==> src/rtl/reg_wb_arbiter.sv <==
// reg_wb_arbiter: the integer and RNS register-file write requests each have their own
// queue. The two queues are merged round-robin onto one registered write port.
// A pending bitmap marks every register that still has a write in flight.
module reg_wb_arbiter #(
  parameter int NUM_DOMAINS = 2,
  parameter int FIFO_DEPTH  = 4   // power of two, at least 2
) (
  input  logic                     clk,
  input  logic                     reset,
  input  logic                     int_valid,
  output logic                     int_ready,
  input  logic [2:0]               int_addr,
  input  logic [7:0]               int_data,
  input  logic                     rns_valid,
  output logic                     rns_ready,
  input  logic [2:0]               rns_addr,
  input  logic [NUM_DOMAINS*8-1:0] rns_data,
  output logic                     wr_en,
  output logic [3:0]               wr_addr,
  output logic [NUM_DOMAINS*8-1:0] wr_data,
  output logic [15:0]              pending,
  output logic                     idle
);

  localparam int          W       = NUM_DOMAINS * 8;
  localparam int          AW      = $clog2(FIFO_DEPTH);
  localparam logic [AW:0] PTR_ONE = (AW + 1)'(1);

  // Queue storage. Each pointer has one extra wrap bit so that a full queue
  // can be told apart from an empty one.
  logic [2:0]   r_int_addr_mem [FIFO_DEPTH];
  logic [7:0]   r_int_data_mem [FIFO_DEPTH];
  logic [AW:0]  r_int_wr_ptr;
  logic [AW:0]  r_int_rd_ptr;
  logic [2:0]   r_rns_addr_mem [FIFO_DEPTH];
  logic [W-1:0] r_rns_data_mem [FIFO_DEPTH];
  logic [AW:0]  r_rns_wr_ptr;
  logic [AW:0]  r_rns_rd_ptr;

  // Arbitration history: 1 means the RNS queue won the last pop.
  logic         r_last_grant;

  // Registered write port.
  logic         r_wr_en;
  logic [3:0]   r_wr_addr;
  logic [W-1:0] r_wr_data;

  logic         w_int_empty;
  logic         w_int_full;
  logic         w_int_push;
  logic         w_int_pop;
  logic [AW:0]  w_int_count;
  logic         w_rns_empty;
  logic         w_rns_full;
  logic         w_rns_push;
  logic         w_rns_pop;
  logic [AW:0]  w_rns_count;
  logic [15:0]  w_int_hot [FIFO_DEPTH];
  logic [15:0]  w_rns_hot [FIFO_DEPTH];
  logic [15:0]  w_pending;

  assign w_int_empty = (r_int_wr_ptr == r_int_rd_ptr);
  assign w_int_full  = (r_int_wr_ptr[AW] != r_int_rd_ptr[AW]) &&
                       (r_int_wr_ptr[AW-1:0] == r_int_rd_ptr[AW-1:0]);
  assign w_int_count = r_int_wr_ptr - r_int_rd_ptr;

  assign w_rns_empty = (r_rns_wr_ptr == r_rns_rd_ptr);
  assign w_rns_full  = (r_rns_wr_ptr[AW] != r_rns_rd_ptr[AW]) &&
                       (r_rns_wr_ptr[AW-1:0] == r_rns_rd_ptr[AW-1:0]);
  assign w_rns_count = r_rns_wr_ptr - r_rns_rd_ptr;

  // Ready depends only on fullness and is forced low while reset is high.
  // A full queue refuses a push even if it pops in the same cycle.
  assign int_ready  = !w_int_full && !reset;
  assign rns_ready  = !w_rns_full && !reset;
  assign w_int_push = int_valid && int_ready;
  assign w_rns_push = rns_valid && rns_ready;

  // A lone non-empty queue always wins. On a tie, the source not served last wins.
  // The two pop terms are mutually exclusive by construction.
  assign w_int_pop = !w_int_empty && (w_rns_empty || r_last_grant);
  assign w_rns_pop = !w_rns_empty && (w_int_empty || !r_last_grant);

  // Queue writes. The storage has no reset because only the pointers decide
  // which entries are valid.
  always_ff @(posedge clk) begin
    if (w_int_push) begin
      r_int_addr_mem[r_int_wr_ptr[AW-1:0]] <= int_addr;
      r_int_data_mem[r_int_wr_ptr[AW-1:0]] <= int_data;
    end
    if (w_rns_push) begin
      r_rns_addr_mem[r_rns_wr_ptr[AW-1:0]] <= rns_addr;
      r_rns_data_mem[r_rns_wr_ptr[AW-1:0]] <= rns_data;
    end
  end

  // Pointer update, arbitration and the registered write port.
  // Reset drops everything that is queued.
  always_ff @(posedge clk) begin
    if (reset) begin
      r_int_wr_ptr <= '0;
      r_int_rd_ptr <= '0;
      r_rns_wr_ptr <= '0;
      r_rns_rd_ptr <= '0;
      r_last_grant <= 1'b1;
      r_wr_en      <= 1'b0;
      r_wr_addr    <= '0;
      r_wr_data    <= '0;
    end else begin
      if (w_int_push) r_int_wr_ptr <= r_int_wr_ptr + PTR_ONE;
      if (w_rns_push) r_rns_wr_ptr <= r_rns_wr_ptr + PTR_ONE;
      r_wr_en <= w_int_pop || w_rns_pop;
      if (w_int_pop) begin
        r_int_rd_ptr <= r_int_rd_ptr + PTR_ONE;
        r_last_grant <= 1'b0;
        r_wr_addr    <= {1'b0, r_int_addr_mem[r_int_rd_ptr[AW-1:0]]};
        r_wr_data    <= W'(r_int_data_mem[r_int_rd_ptr[AW-1:0]]);
      end else if (w_rns_pop) begin
        r_rns_rd_ptr <= r_rns_rd_ptr + PTR_ONE;
        r_last_grant <= 1'b1;
        r_wr_addr    <= {1'b1, r_rns_addr_mem[r_rns_rd_ptr[AW-1:0]]};
        r_wr_data    <= r_rns_data_mem[r_rns_rd_ptr[AW-1:0]];
      end
    end
  end

  // Every slot that lies within the live window contributes a one-hot bit
  // for its target register. Duplicate writes to the same register OR
  // together, so a bit stays set until the last of those writes has drained.
  genvar gi;
  generate
    for (gi = 0; gi < FIFO_DEPTH; gi++) begin : g_slot
      logic [AW-1:0] w_int_rel;
      logic [AW-1:0] w_rns_rel;
      assign w_int_rel     = AW'(gi) - r_int_rd_ptr[AW-1:0];
      assign w_rns_rel     = AW'(gi) - r_rns_rd_ptr[AW-1:0];
      assign w_int_hot[gi] = ({1'b0, w_int_rel} < w_int_count) ?
                             (16'd1 << {1'b0, r_int_addr_mem[gi]}) : 16'd0;
      assign w_rns_hot[gi] = ({1'b0, w_rns_rel} < w_rns_count) ?
                             (16'd1 << {1'b1, r_rns_addr_mem[gi]}) : 16'd0;
    end
  endgenerate

  // Pending map: all live queue slots, plus the write that is currently on the port.
  always_comb begin
    w_pending = 16'd0;
    for (int i = 0; i < FIFO_DEPTH; i++) begin
      w_pending = w_pending | w_int_hot[i] | w_rns_hot[i];
    end
    if (r_wr_en) w_pending = w_pending | (16'd1 << r_wr_addr);
  end

  assign wr_en   = r_wr_en;
  assign wr_addr = r_wr_addr;
  assign wr_data = r_wr_data;
  assign pending = w_pending;
  assign idle    = w_int_empty && w_rns_empty && !r_wr_en;

endmodule

==> config.mk <==
export PLATFORM = sky130hd
export DESIGN_NAME = reg_wb_arbiter
export DESIGN_NICKNAME = d
export VERILOG_FILES = /design/src/rtl/reg_wb_arbiter.sv
export SDC_FILE = /design/constraint.sdc
export NUM_CORES = 1
export LEC_CHECK = 0
export ABC_AREA = 1
export CELL_PAD_IN_SITES_DETAIL_PLACEMENT = 0
export CELL_PAD_IN_SITES_GLOBAL_PLACEMENT = 1
export CORE_ASPECT_RATIO = 0.9
export CORE_MARGIN = 2
export CORE_UTILIZATION = 40
export CTS_CLUSTER_SIZE = 24
export DETAILED_ROUTE_END_ITERATION = 7
export GPL_ROUTABILITY_DRIVEN = 0
export PLACE_DENSITY_LB_ADDON = 0.1
export SETUP_SLACK_MARGIN = 0.15
export SYNTH_ARGS = -nofsm -noshare
export SYNTH_HDL_FRONTEND = slang
export SYNTH_SLANG_ARGS = --single-unit
==> constraint.sdc <==
create_clock -name clk -period 2.3 [get_ports clk]
set_input_delay 0.23 -clock clk [delete_from_list [all_inputs] [get_ports clk]]
set_output_delay 0.23 -clock clk [all_outputs]
set_load 0.005 [all_outputs]
### Word level (Yosys, flattened, before mapping)

Memories as Yosys holds them, arrays and structs flattened. A register that Yosys moved wholly into a read port is not among the register bits.
Cells that the tools add are included.

| word-level totals | value |
|---|---|
| bits in registers | 34 |
| memories | 4 |
| word-level logic and storage cells | 110 |
| bits in writable memories | 120 |
| output and inout port bits | 40 |

Memory list:

| name | depth | width | rd ports | clocked after memory_dff | write ports | line | text |
|---|---|---|---|---|---|---|---|
| r_rns_data_mem | 4 | 16 | 1 | 1 | 1 | 36 | `logic [W-1:0] r_rns_data_mem [FIFO_DEPTH];` |
| r_int_data_mem | 4 | 8 | 1 | 1 | 1 | 32 | `logic [7:0] r_int_data_mem [FIFO_DEPTH];` |
| r_int_addr_mem | 4 | 3 | 5 | 1 | 1 | 31 | `logic [2:0] r_int_addr_mem [FIFO_DEPTH];` |
| r_rns_addr_mem | 4 | 3 | 5 | 1 | 1 | 35 | `logic [2:0] r_rns_addr_mem [FIFO_DEPTH];` |

| cells by class | value |
|---|---|
| bitwise operators | 9 |
| shift-type cells | 9 |
| equal/unequal tests | 6 |
| order comparisons | 8 |
| reduce and logical (&&, ||, !) cells | 23 |
| $add $sub $neg | 14 |
| mux-type cells | 27 |

Operator list:

| operator | number |
|---|---|
| two-way mux 16 bit | 9 |
| OR 16 bit | 8 |
| << shifter 1 x 4 -> 16 bit (first input constant) | 5 |
| << shifter 1 x 3 -> 16 bit (first input constant) | 4 |
| less-than comparator 2 x 3 -> 1 bit | 8 |
| two-way mux 2 bit | 8 |
| two-way mux 8 bit | 2 |
| adder 3 x 1 -> 3 bit (second input constant) | 4 |
| logical AND 1 bit | 10 |
| subtractor 1 x 2 -> 2 bit (first input constant) | 4 |
| subtractor 2 bit (first input constant) | 4 |
| zero test 1 bit | 7 |
| equality test 3 bit | 2 |
| two-way mux 1 bit | 6 |
| two-way mux 3 bit | 2 |
| subtractor 3 bit | 2 |
| equality test 2 bit | 2 |
| logical OR 1 bit | 3 |
| != test 1 bit | 2 |
| AND reduction 2 bit | 1 |
| nonzero test 2 bit | 1 |
| OR reduction 2 bit | 1 |
| inverter 1 bit | 1 |

### Depth between registers and ports, before layout

Gate-level depths: netlist of the first run.

| logic depth | value |
|---|---|
| depth after elaboration | 12 |
| gate-level depth with buffers | 13 |
| depth with buffers taken out | 13 |

### Worst setup path after synthesis of the first run

Ideal clock, no wire load.

| path | value |
|---|---|
| path type | register to register |
| from | register r_rns_wr_ptr[0] |
| to | memory r_rns_addr_mem[2][0], enable pin |
| clock period less this slack | 2518 ps |
| stages on the path, launching flop included | 8 |
| path buffers | 0 |
| library setup time | 395 ps |
| data arrival time | 2124 ps |
| setup slack | -218 ps |
| path through | dfxtp_1 -> inv_1 -> ha_1 -> nand2_1 -> inv_1 -> a21oi_2 -> nand2_1 -> nor2_1 |

| between the ends | value |
|---|---|
| longest elaborated chain between the ends | 7 |

Ends and longest elaborated chain:

| item | line | text |
|---|---|---|
| start: declaration | 37 | `logic [AW:0] r_rns_wr_ptr;` |
| start signal: assignment | 111 | `if (w_rns_push) r_rns_wr_ptr <= r_rns_wr_ptr + PTR_ONE;` |
| equality test 2 bit | 69 | `(r_rns_wr_ptr[AW-1:0] == r_rns_rd_ptr[AW-1:0]);` |
| logical AND 1 bit | 68 | `assign w_rns_full = (r_rns_wr_ptr[AW] != r_rns_rd_ptr[AW]) &&` |
| zero test 1 bit | 75 | `assign rns_ready = !w_rns_full && !reset;` |
| logical AND 1 bit | 75 |  |
| net rns_ready | 15 | `output logic rns_ready,` |
| logical AND 1 bit | 77 | `assign w_rns_push = rns_valid && rns_ready;` |
| two-way mux 1 bit | 91 | `if (w_rns_push) begin` |
| two-way mux 1 bit (not written as such) | 92 | `r_rns_addr_mem[r_rns_wr_ptr[AW-1:0]] <= rns_addr;` |
| end: declaration | 35 |  |

The timed path passes the listed nets, and every way through them passes these cells.

### Final worst setup path of the first run

| path | value |
|---|---|
| from | register r_int_wr_ptr[0] |
| to | output port pending[5] |

| between the ends | value |
|---|---|
| longest elaborated chain between the ends | 12 |

Ends and longest elaborated chain:

| item | line | text |
|---|---|---|
| start: declaration | 33 | `logic [AW:0] r_int_wr_ptr;` |
| start signal: assignment | 110 | `if (w_int_push) r_int_wr_ptr <= r_int_wr_ptr + PTR_ONE;` |
| subtractor 3 bit * | 65 | `assign w_int_count = r_int_wr_ptr - r_int_rd_ptr;` |
| less-than comparator 2 x 3 -> 1 bit | 137 | `assign w_int_hot[gi] = ({1'b0, w_int_rel} < w_int_count) ?` |
| two-way mux 16 bit | 137 |  |
| OR 16 bit (5 in series) | 148 | `w_pending = w_pending \| w_int_hot[i] \| w_rns_hot[i];` |
| OR 16 bit * (2 in series) | 148 |  |
| OR 16 bit | 150 | `if (r_wr_en) w_pending = w_pending \| (16'd1 << r_wr_addr);` |
| two-way mux 16 bit * | 150 |  |
| end: declaration | 21 | `output logic [15:0] pending,` |

Every way passes the cells marked *; elsewhere a longest branch is shown, timed or not.

==> results of run 1 <==
[what timing repair did]
| action | CTS | global route |
|---|---|---|
| hold endpoints to repair | 0 | 0 |
| resized for setup | 124 | 32 |
| buffers inserted | 28 | 3 |
| endpoints found under the setup margin | 19 | 144 |
| pin swaps | 62 | 24 |
[layout make-up]
type / count / area, um2 / area share (%)
clock inverters: 15 / 211.5 / 2.033
flip-flops and latches: 158 / 4370 / 42.03
inverters: 126 / 483.0 / 4.644
clock buffers: 17 / 425.4 / 4.091
repair buffers: 149 / 1333 / 12.81
well taps: 250 / 312.8 / 3.008
multi-input cells: 605 / 3263 / 31.38
[report_power, final]
group	internal [uW]	total [uW]	leakage [uW]	switching, uW
registers	3330	3490	0.00140	157
logic	2700	5930	0.00288	3240
clock network	1500	2900	0.000304	1400
[worst max-delay path, cell delays in order (launching register included)]
cell and delay [ps]:
dfxtp_2 320, inv_2 70, ha_4 140, inv_4 40, fa_1 540, inv_4 80
ha_4 270, inv_2 20, o21bai_1 150, nand3_2 160, buf_6 170, nand2_1 50
nand2_1 50, inv_1 60, nand3_2 50, buf_2 130
[placed cells by master (no fill, tap or decap), drive strengths merged]
| master | count |
|---|---|
| nand4 | 2 |
| buf | 93 |
| or2 | 4 |
| nand3b | 3 |
| fa | 2 |
| clkinv | 12 |
| o22ai | 8 |
| inv | 129 |
| o21bai | 6 |
| o211ai | 1 |
| o21ai | 20 |
| nor2 | 82 |
| a21boi | 4 |
| nor3 | 24 |
| nand2 | 282 |
| a21o | 1 |
| clkbuf | 19 |
| ha | 26 |
| nor4 | 1 |
| a21oi | 19 |
| clkdlybuf4s50 | 54 |
| edfxtp | 120 |
| xor2 | 4 |
| nand3 | 116 |
| dfxtp | 38 |
[routing by layer]
layer,GRT usage [%],wire length (um),up-vias
li1,-,-,3264
met1,26.39,9405,2883
met2,32.96,9622,135
met3,3.334,731,20
met4,6.023,235,0
met5,0,0,-
[cells by family (layout without fill, tap and decap cells)]
logic type | Yosys count | after routing | synth area share, %
simple gates | 514 | 514 | 27.82
flops | 158 | 158 | 55.04
buf+inv | 148 | 307 | 7.764
compound gates | 59 | 59 | 4.324
fa+ha+maj | 28 | 28 | 4.608
xor+xnor | 4 | 4 | 0.4418
[path summary, 6_finish.rpt]
check	start	endpoint	depth (start not counted)
worst min register to register	wr_data[11]	wr_data[11]	2
worst min-delay path	rns_data[2]	r_rns_data_mem[0][2]	1
worst max-delay path	r_int_wr_ptr[0]	pending[5]	15
worst max register to register	r_int_rd_ptr[1]	wr_data[0]	13
[per-stage QoR]
stage	instance area, um2	std cells	hold WS, ps	setup slack, ps
after floorplan	7996	911	328.9	88.87
after CTS	10280	1317	393.7	-708.5
after global routing	10400	1320	418.6	-841.8
after global placement	9285	1257	454.0	-466.0
after detailed placement	9285	1257	456.3	-467.4
final	10400	1320	418.4	-667.4
[flip-flops by register name (all words and copies together) (netlist names), named ones only]
register        count
r_rns_data_mem     64
r_int_data_mem     32
wr_data            16
r_int_addr_mem     12
r_rns_addr_mem     12
wr_addr             4
r_int_rd_ptr        3
r_int_wr_ptr        3
r_rns_rd_ptr        3
r_rns_wr_ptr        3
r_last_grant        1
wr_en               1
==> flow_summary_export.csv, run 1 <==
group,metric,value,unit
setup_path,worstPathMaxFanout,5,
drt,vias,6302,
grt,grt_max_degree,35,
grt,antenna_found_initial,0,
power_and_ir_drop,power.density,1185,nW/um2
power_and_ir_drop,finalPower,12320,uW
clock_tree,root_buffer,"clkbuf_16",
cells_and_area,syn2layout_area_growth,31.15,%
timing,tns,-10200,ps
setup_path,r2r_setup_slack,310,ps
yosys,yosysTopAreaCellShare,45.45,%
yosys,synth_edf_count,120,
setup_path,startpoint_type,"register",
yosys,async_reset_ff_share,0,%
drt,drt_iter0_drc,286,
yosys,yosysSeqAreaShare,55.04,%
clock_tree,cts_tree,"yes",
status,violations,"setup timing",
cells_and_area,postLayoutCoreUtil,53.94,%
timing,finalClockSkew,12.66,ps
power_and_ir_drop,ir_worst_vdd,0.5115,mV
floorplan,fp.dieH,137.6,um
grt,gr-usage-all-layers,19.65,%
yosys,synth_area_leader_cell,"edfxtp_1",
timing,fin_crit,2967,ps
grt,first_global_vias,5940,
setup_path,critPathKind,"register to output pin",
drt,final_antenna_net_count,0,
placement,dpl.hpwl,13910,um
floorplan,die_w,152.4,um
timing,drv_slew,0,
cells_and_area,diodes,0,
timing,report.final.hold_viol_count,0,
floorplan,io_pins,74,
clock_tree,insertion_delay,440,ps
clock_tree,h-tree-depth,4,
yosys,synthTopCellsByArea,"edfxtp_1 45%, nand2_1 13%, dfxtp_1 9.6%, nand3_1 6.9%, inv_1 5.8%",
floorplan,fp-row-count,48,
yosys,syn_inst,911,
yosys,avgSynthCellArea,8.703,um2
setup_path,worst_ep_arrival_time,2740,ps
yosys,synth_ff_type,"edfxtp_1",
yosys,synthesis.nets,973,
floorplan,initial_core_util,41.13,%
clock_tree,clk_pin_slew,80,ps
floorplan,core_area,19280,um2
yosys,syn_area,7929,um2
yosys,synth_common_cells,"277 x nand2_1, 122 x inv_1, 120 x edfxtp_1",
timing,rsz0062_at_grt,"yes",
grt,grt_pass1_wl,31620,um
yosys,yosys_warnings,0,
timing,setup_slack,-667.4,ps
cells_and_area,fin_nets,1119,
cells_and_area,drive_above_1_share,20.47,%
timing,slew-limit-headroom,52.33,%
setup_path,cp.required,2070,ps
timing,layout_worst_path_cycle_share,129.0,%
cells_and_area,fillers,1791,
job,drv_cap,0,
yosys,synth_cell_types,35,
timing,worstMarginPinSlew,714.3,ps
power_and_ir_drop,leakage,0.004588,uW
yosys,ys_ff_latch,158,
timing,setup_viol,16,
yosys,synth_most_common_cell,"nand2_1",
drt,routed_wl,20000,um
drt,via_per_inst,4.774,
placement,buffer_ports.inserted,73,
setup_path,end_kind,"output pin",
hold_path,hold_class,"primary input to register",
clock_tree,clock_sinks,158,
drt,wl_per_cell,15.15,um
clock_tree,holdBufCountCts,0,
clock_tree,numCtsBuffers,17,
floorplan,die_area,20970,um2
drt,first_pass_iters,5,
status,status,"finished with violations",
drt,drc,0,
grt,overflow,0,
timing,fmax,337.0,MHz
clock_tree,clockBufferDepth,2,
(Power assumes the default switching activity.)
==> run 2, diff against run 1 <==
Settings changed: CORE_ASPECT_RATIO 0.9 to 0.7, TNS_END_PERCENT from default to 5.
==> run 2 against run 1 <==
Compared with the run above: largest power group unchanged; core utilization decreased by 1.6 points; the run still ends with setup timing left; design area is 1.1% lower; largest cell class unchanged; global-route usage up 0.61 points.
==> flow_summary_export.csv, run 2 (synthesis gave the netlist of run 1 again) <==
group,metric,value,unit
cells_and_area,fin_nets,1111,
setup_path,r2r_setup_slack,270,ps
setup_path,worstReg2RegStart,"r_int_rd_ptr[1]",
timing,fin_crit,3028,ps
setup_path,startpoint_type,"register",
power_and_ir_drop,p_sw_share,39.31,%
grt,grt_max_degree,43,
setup_path,end_kind,"output pin",
grt,gr-usage-all-layers,20.26,%
cells_and_area,seqCellArea,4373,um2
floorplan,fp-row-count,43,
drt,vias,6354,
power_and_ir_drop,power.density,1157,nW/um2
timing,report.final.hold_viol_count,0,
drt,drt_iter0_drc,557,
clock_tree,numCtsBuffers,17,
drt,final_antenna_net_count,0,
setup_path,worst_ep_arrival_time,2800,ps
power_and_ir_drop,leakage,0.004517,uW
clock_tree,clock_sinks,158,
drt,via_per_inst,4.770,
placement,dpl.hpwl,14010,um
power_and_ir_drop,p_comb_share,46.7,%
timing,fmax,330.2,MHz
setup_path,worstPathMaxFanout,5,
clock_tree,insertion_delay,430,ps
cells_and_area,stdcell_count,1332,
clock_tree,root_buffer,"clkbuf_16",
power_and_ir_drop,internal_power,7225,uW
timing,rsz0062_at_grt,"yes",
cells_and_area,drive_above_1_share,18.83,%
hold_path,whs_endpoint,"r_rns_data_mem[2][12]",
clock_tree,cts_tree,"yes",
floorplan,initial_core_util,40.38,%
job,drv_cap,0,
grt,antenna_found_initial,0,
cells_and_area,syn2layout_area_growth,29.73,%
cells_and_area,postLayoutCoreUtil,52.38,%
cells_and_area,fillers,1853,
setup_path,reg2regPathDepth,12,
timing,setup_slack,-728.2,ps
power_and_ir_drop,switchingPower,4680,uW
clock_tree,h-tree-depth,4,
clock_tree,clockBufferDepth,2,
placement,buffer_ports.inserted,73,
floorplan,core_area,19640,um2
hold_path,min_path_cells,1,
setup_path,cp_slowest_cell,"fa_1",
timing,drv_slew,0,
power_and_ir_drop,ir_worst_vdd,0.5204,mV
drt,first_pass_iters,7,
timing,finalClockSkew,16.70,ps
placement,dpl.cell_count,1281,
floorplan,io_pins,74,
drt,routed_wl,20310,um
cells_and_area,diodes,0,
clock_tree,clk_pin_slew,80,ps
timing,slew-limit-headroom,52.17,%
cells_and_area,final_common_cell,"nand2_1",
cells_and_area,largest_reg_flops,64,
setup_path,path_cells,"inv_2, ha_4, inv_2, fa_1, inv_4, ha_4, a21oi_2, nand3b_1, buf_6, buf_6, buf_4, nand2_2, nand2_1, inv_1, nand2_1, buf_2",
grt,first_global_vias,6035,
setup_path,cp.required,2070,ps
hold_path,worstHoldStart,"rns_data[12]",
drt,drc,0,
floorplan,fp.dieH,121.8,um
status,status,"finished with violations",
power_and_ir_drop,pwr-share-seq,29.3,%
floorplan,die_area,20980,um2
timing,holdWs,430.8,ps
cells_and_area,final_area,10290,um2
setup_path,r2r_end,"wr_data[10]",
setup_path,critPathKind,"register to output pin",
drt,wl_per_cell,15.25,um
clock_tree,holdBufCountCts,0,
grt,grt_pass1_wl,32140,um
setup_path,cpLargestDelayFamily,"adder cells",
power_and_ir_drop,clkPwrFrac,24.0,%
grt,overflow,0,
timing,setup_viol,16,
cells_and_area,final_cell_mix,"264 x nand2_1, 120 x edfxtp_1, 112 x inv_1, 100 x nand3_1, 72 x nor2_1",
status,violations,"setup timing",
placement,place_area,9301,um2
setup_path,slowest_delay,540,ps
hold_path,hold_class,"primary input to register",
timing,layout_worst_path_cycle_share,131.7,%
cells_and_area,multi_input_area,3238,um2
floorplan,die_w,172.3,um
timing,worstMarginPinSlew,716.7,ps
setup_path,path_buf_inv,8,
-- run 2: cell count changes in the layout (fill, tap and decap cells not counted), moves of 4 or more --
| cell | delta |
|---|---|
| nand2_1 | +9 |
| nand2_2 | -8 |
| buf_2 | -6 |
| inv_1 | +6 |
| buf_4 | -4 |
| clkbuf_2 | +4 |
| clkinv_8 | -4 |
| inv_2 | -4 |
-- run 2: worst max path at each step --
stage | to | cells past startpoint | start | slack (ps)
6_report | pending[4] | 16 | r_int_wr_ptr[0] | -730
5_1_grt | pending[4] | 16 | r_int_wr_ptr[0] | -850
4_1_cts | pending[13] | 15 | r_rns_wr_ptr[0] | -750
3_5_place_dp | pending[5] | 11 | r_int_wr_ptr[0] | -490
3_3_place_gp | pending[1] | 12 | r_int_wr_ptr[0] | -500
2_1_floorplan | r_rns_addr_mem[0][0] | 7 | r_rns_rd_ptr[1] | 80
-- run 2: power by group through the flow --
stage,Sequential (uW),Combinational [uW],Clock [uW]
2_1_floorplan,3560,2740,0
3_3_place_gp,3530,4550,0
3_5_place_dp,3530,4520,0
4_1_cts,3480,5230,2930
5_1_grt,3510,6210,3050
6_report,3480,5560,2860
-- run 2: cell type report --
type | instances | area share (%)
Clock buffer | 17 | 4.136
Clock inverter | 15 | 1.812
Inverter | 126 | 4.622
Multi-Input combinational cell | 605 | 31.48
Sequential cell | 158 | 42.51
Tap cell | 270 | 3.284
Timing Repair Buffer | 141 | 12.15
-- run 2: per-layer routing --
| metal | wire, um | GRT usage [%] | vias up |
|---|---|---|---|
| met4 | 202 | 4.097 | 0 |
| met3 | 1065 | 4.516 | 18 |
| met1 | 10570 | 30.92 | 2912 |
| li1 | - | - | 3253 |
| met2 | 8476 | 29.49 | 171 |
| met5 | 0 | 0 | - |
-- run 2: per-stage QoR --
step           setup WS [ps]  TNS, ps  total power [uW]
3_3_place_gp          -497.7    -7335              8082
4_1_cts               -750.6   -11080             11630
3_5_place_dp          -489.3    -7467              8054
5_1_grt               -852.0   -12910             12770
2_1_floorplan          82.24        0              6293
6_report              -728.2   -10410             11910
-- run 2: timing repair --
action,CTS,global route
resized for setup,100,43
setup buffers,17,2
gates cloned,0,0
setup endpoints to repair,19,44
pin swaps,42,37
==> run 3, diff against run 2 <==
Settings changed: REMOVE_ABC_BUFFERS from default to 1.
==> run 3 against run 2 <==
Compared with the run above: the flow still finishes with violations (setup timing); sequential share of layout area grew 0.29 points; sequential power about the same; combinational power fell by 4.3%; power down 0.48%; non-clock buffer count fell by 2; sequential cell count unchanged; critical path depth decreased by 1; clock skew shrank 4.4 ps; critical endpoint is now pending[10]; largest power group unchanged.
==> flow_summary_export.csv, run 3 (synthesis gave the netlist of run 1 again) <==
group,metric,value,unit
placement,buffer_ports.inserted,73,
setup_path,end_kind,"output pin",
cells_and_area,final_area,10210,um2
power_and_ir_drop,internal_power,7385,uW
timing,drv_slew,0,
setup_path,reg2regPathDepth,9,
grt,grt_pass1_wl,32110,um
cells_and_area,final_cell_mix,"267 x nand2_1, 120 x edfxtp_1, 109 x inv_1, 102 x nand3_1, 77 x nor2_1",
drt,first_pass_iters,6,
clock_tree,root_buffer,"clkbuf_16",
job,drv_cap,0,
grt,grt_max_degree,43,
setup_path,worstReg2RegStart,"r_int_rd_ptr[1]",
setup_path,critPathKind,"register to output pin",
setup_path,crit_end,"pending[10]",
hold_path,min_path_cells,1,
timing,layout_worst_path_cycle_share,129.6,%
cells_and_area,syn2layout_area_growth,28.74,%
drt,routed_wl,20160,um
clock_tree,insertion_delay,430,ps
floorplan,io_pins,74,
grt,gr-usage-all-layers,20.50,%
timing,setup_viol,16,
setup_path,critPathLaunch,"r_rns_wr_ptr[0]",
hold_path,hold_class,"primary input to register",
clock_tree,clockBufferDepth,2,
setup_path,r2r_setup_slack,260,ps
placement,dpl.hpwl,14080,um
grt,overflow,0,
floorplan,core_area,19640,um2
drt,via_per_inst,4.735,
timing,setup_slack,-681.4,ps
drt,final_antenna_net_count,0,
floorplan,die_area,20980,um2
cells_and_area,diodes,0,
floorplan,initial_core_util,40.38,%
drt,vias,6297,
cells_and_area,final_common_cell,"nand2_1",
power_and_ir_drop,switchingPower,4463,uW
drt,drc,0,
clock_tree,clk_pin_slew,70,ps
floorplan,fp-row-count,43,
timing,fmax,335.4,MHz
floorplan,die_w,172.3,um
setup_path,worst_ep_arrival_time,2750,ps
floorplan,fp.dieH,121.8,um
setup_path,worstPathMaxFanout,6,
placement,place_area,9265,um2
clock_tree,holdBufCountCts,0,
timing,finalClockSkew,12.27,ps
power_and_ir_drop,pwr-share-seq,29.4,%
clock_tree,clock_sinks,158,
setup_path,startpoint_type,"register",
power_and_ir_drop,finalPower,11850,uW
clock_tree,h-tree-depth,4,
status,status,"finished with violations",
clock_tree,cts_tree,"yes",
timing,rsz0062_at_grt,"yes",
grt,antenna_found_initial,0,
cells_and_area,drive_above_1_share,17.64,%
power_and_ir_drop,leakage,0.004504,uW
grt,first_global_vias,5888,
setup_path,r2r_end,"r_int_data_mem[3][4]",
cells_and_area,largest_reg_flops,64,
timing,fin_crit,2981,ps
power_and_ir_drop,p_sw_share,37.67,%
timing,report.final.hold_viol_count,0,
status,violations,"setup timing",
setup_path,cp.required,2070,ps
cells_and_area,fin_nets,1109,
power_and_ir_drop,power.density,1161,nW/um2
power_and_ir_drop,clkPwrFrac,25.7,%
drt,wl_per_cell,15.16,um
drt,drt_iter0_drc,436,
clock_tree,numCtsBuffers,17,
power_and_ir_drop,p_comb_share,44.9,%
timing,slew-limit-headroom,53.05,%
power_and_ir_drop,ir_worst_vdd,0.6820,mV
timing,worstMarginPinSlew,703.5,ps
cells_and_area,postLayoutCoreUtil,51.98,%
placement,preCtsSetupSlack,-619.7,ps
==> run 3: cell count changes in the layout (fill, tap and decap cells not counted), sizes merged <==
cell / delta
clkdlybuf4s15: -2
clkinv: -3
buf: +4
clkinvlp: +1
bufinv: +3
inv: -1
clkbuf: -4
==> run 3: worst max-delay path: stages (launching register included) <==
cell and delay, ps:
dfxtp_2 320, inv_2 70, ha_4 140, inv_2 40, fa_1 540, inv_4 80
ha_4 270, inv_2 20, o21bai_1 140, nand3_2 190, buf_6 180, nand2_2 40
nand2_1 40, inv_1 50, nand3_1 70, buf_2 140
==> run 3: power by group through the flow <==
stage	Clock [uW]	Sequential, uW	Combinational (uW)
after global placement	0	3540	4590
after CTS	3100	3490	5240
after global routing	3240	3520	5960
final	3050	3480	5320
after detailed placement	0	3530	4550
after floorplan	0	3630	2420
==> run 3: cell type report <==
| class | count | area [um2] |
|---|---|---|
| multi-input cells | 605 | 3168 |
| well taps | 270 | 337.8 |
| clock inverters | 15 | 219.0 |
| inverters | 126 | 478.0 |
| repair buffers | 139 | 1210 |
| fillers | 1883 | 9430 |
| clock buffers | 17 | 425.4 |
| flip-flops and latches | 158 | 4369 |
==> run 3: repair_timing <==
item	in CTS	in global routing
setup endpoints to repair	19	47
gates resized for setup	128	19
pin swaps	48	21
buffers inserted	15	2
==> run 3: how the worst min path moves through the flow <==
stage          slack (ps)   startpoint                   end
6_report              430  int_data[7]  r_int_data_mem[3][7]
4_1_cts               420  int_data[7]  r_int_data_mem[3][7]
5_1_grt               430  int_data[6]  r_int_data_mem[2][6]
3_5_place_dp          460  wr_data[10]           wr_data[10]
3_3_place_gp          450  wr_data[10]           wr_data[10]
2_1_floorplan         300        reset       r_int_rd_ptr[2]
==> run 3: metrics by stage <==
| stage | setup TNS (ps) | hold WS (ps) | cells |
|---|---|---|---|
| after floorplan | -16790 | 299.1 | 889 |
| after global placement | -8281 | 454.4 | 1281 |
| after detailed placement | -8506 | 457.7 | 1281 |
| after CTS | -10640 | 420.6 | 1328 |
| after global routing | -12920 | 426.0 | 1330 |
| final | -10500 | 433.2 | 1330 |
==> run 3: metal layers <==
metal | global-route usage, % | wire length [um]
met5 | 0 | 0
met4 | 5.042 | 191
met3 | 3.671 | 994
met2 | 28.39 | 8010
met1 | 32.75 | 10960
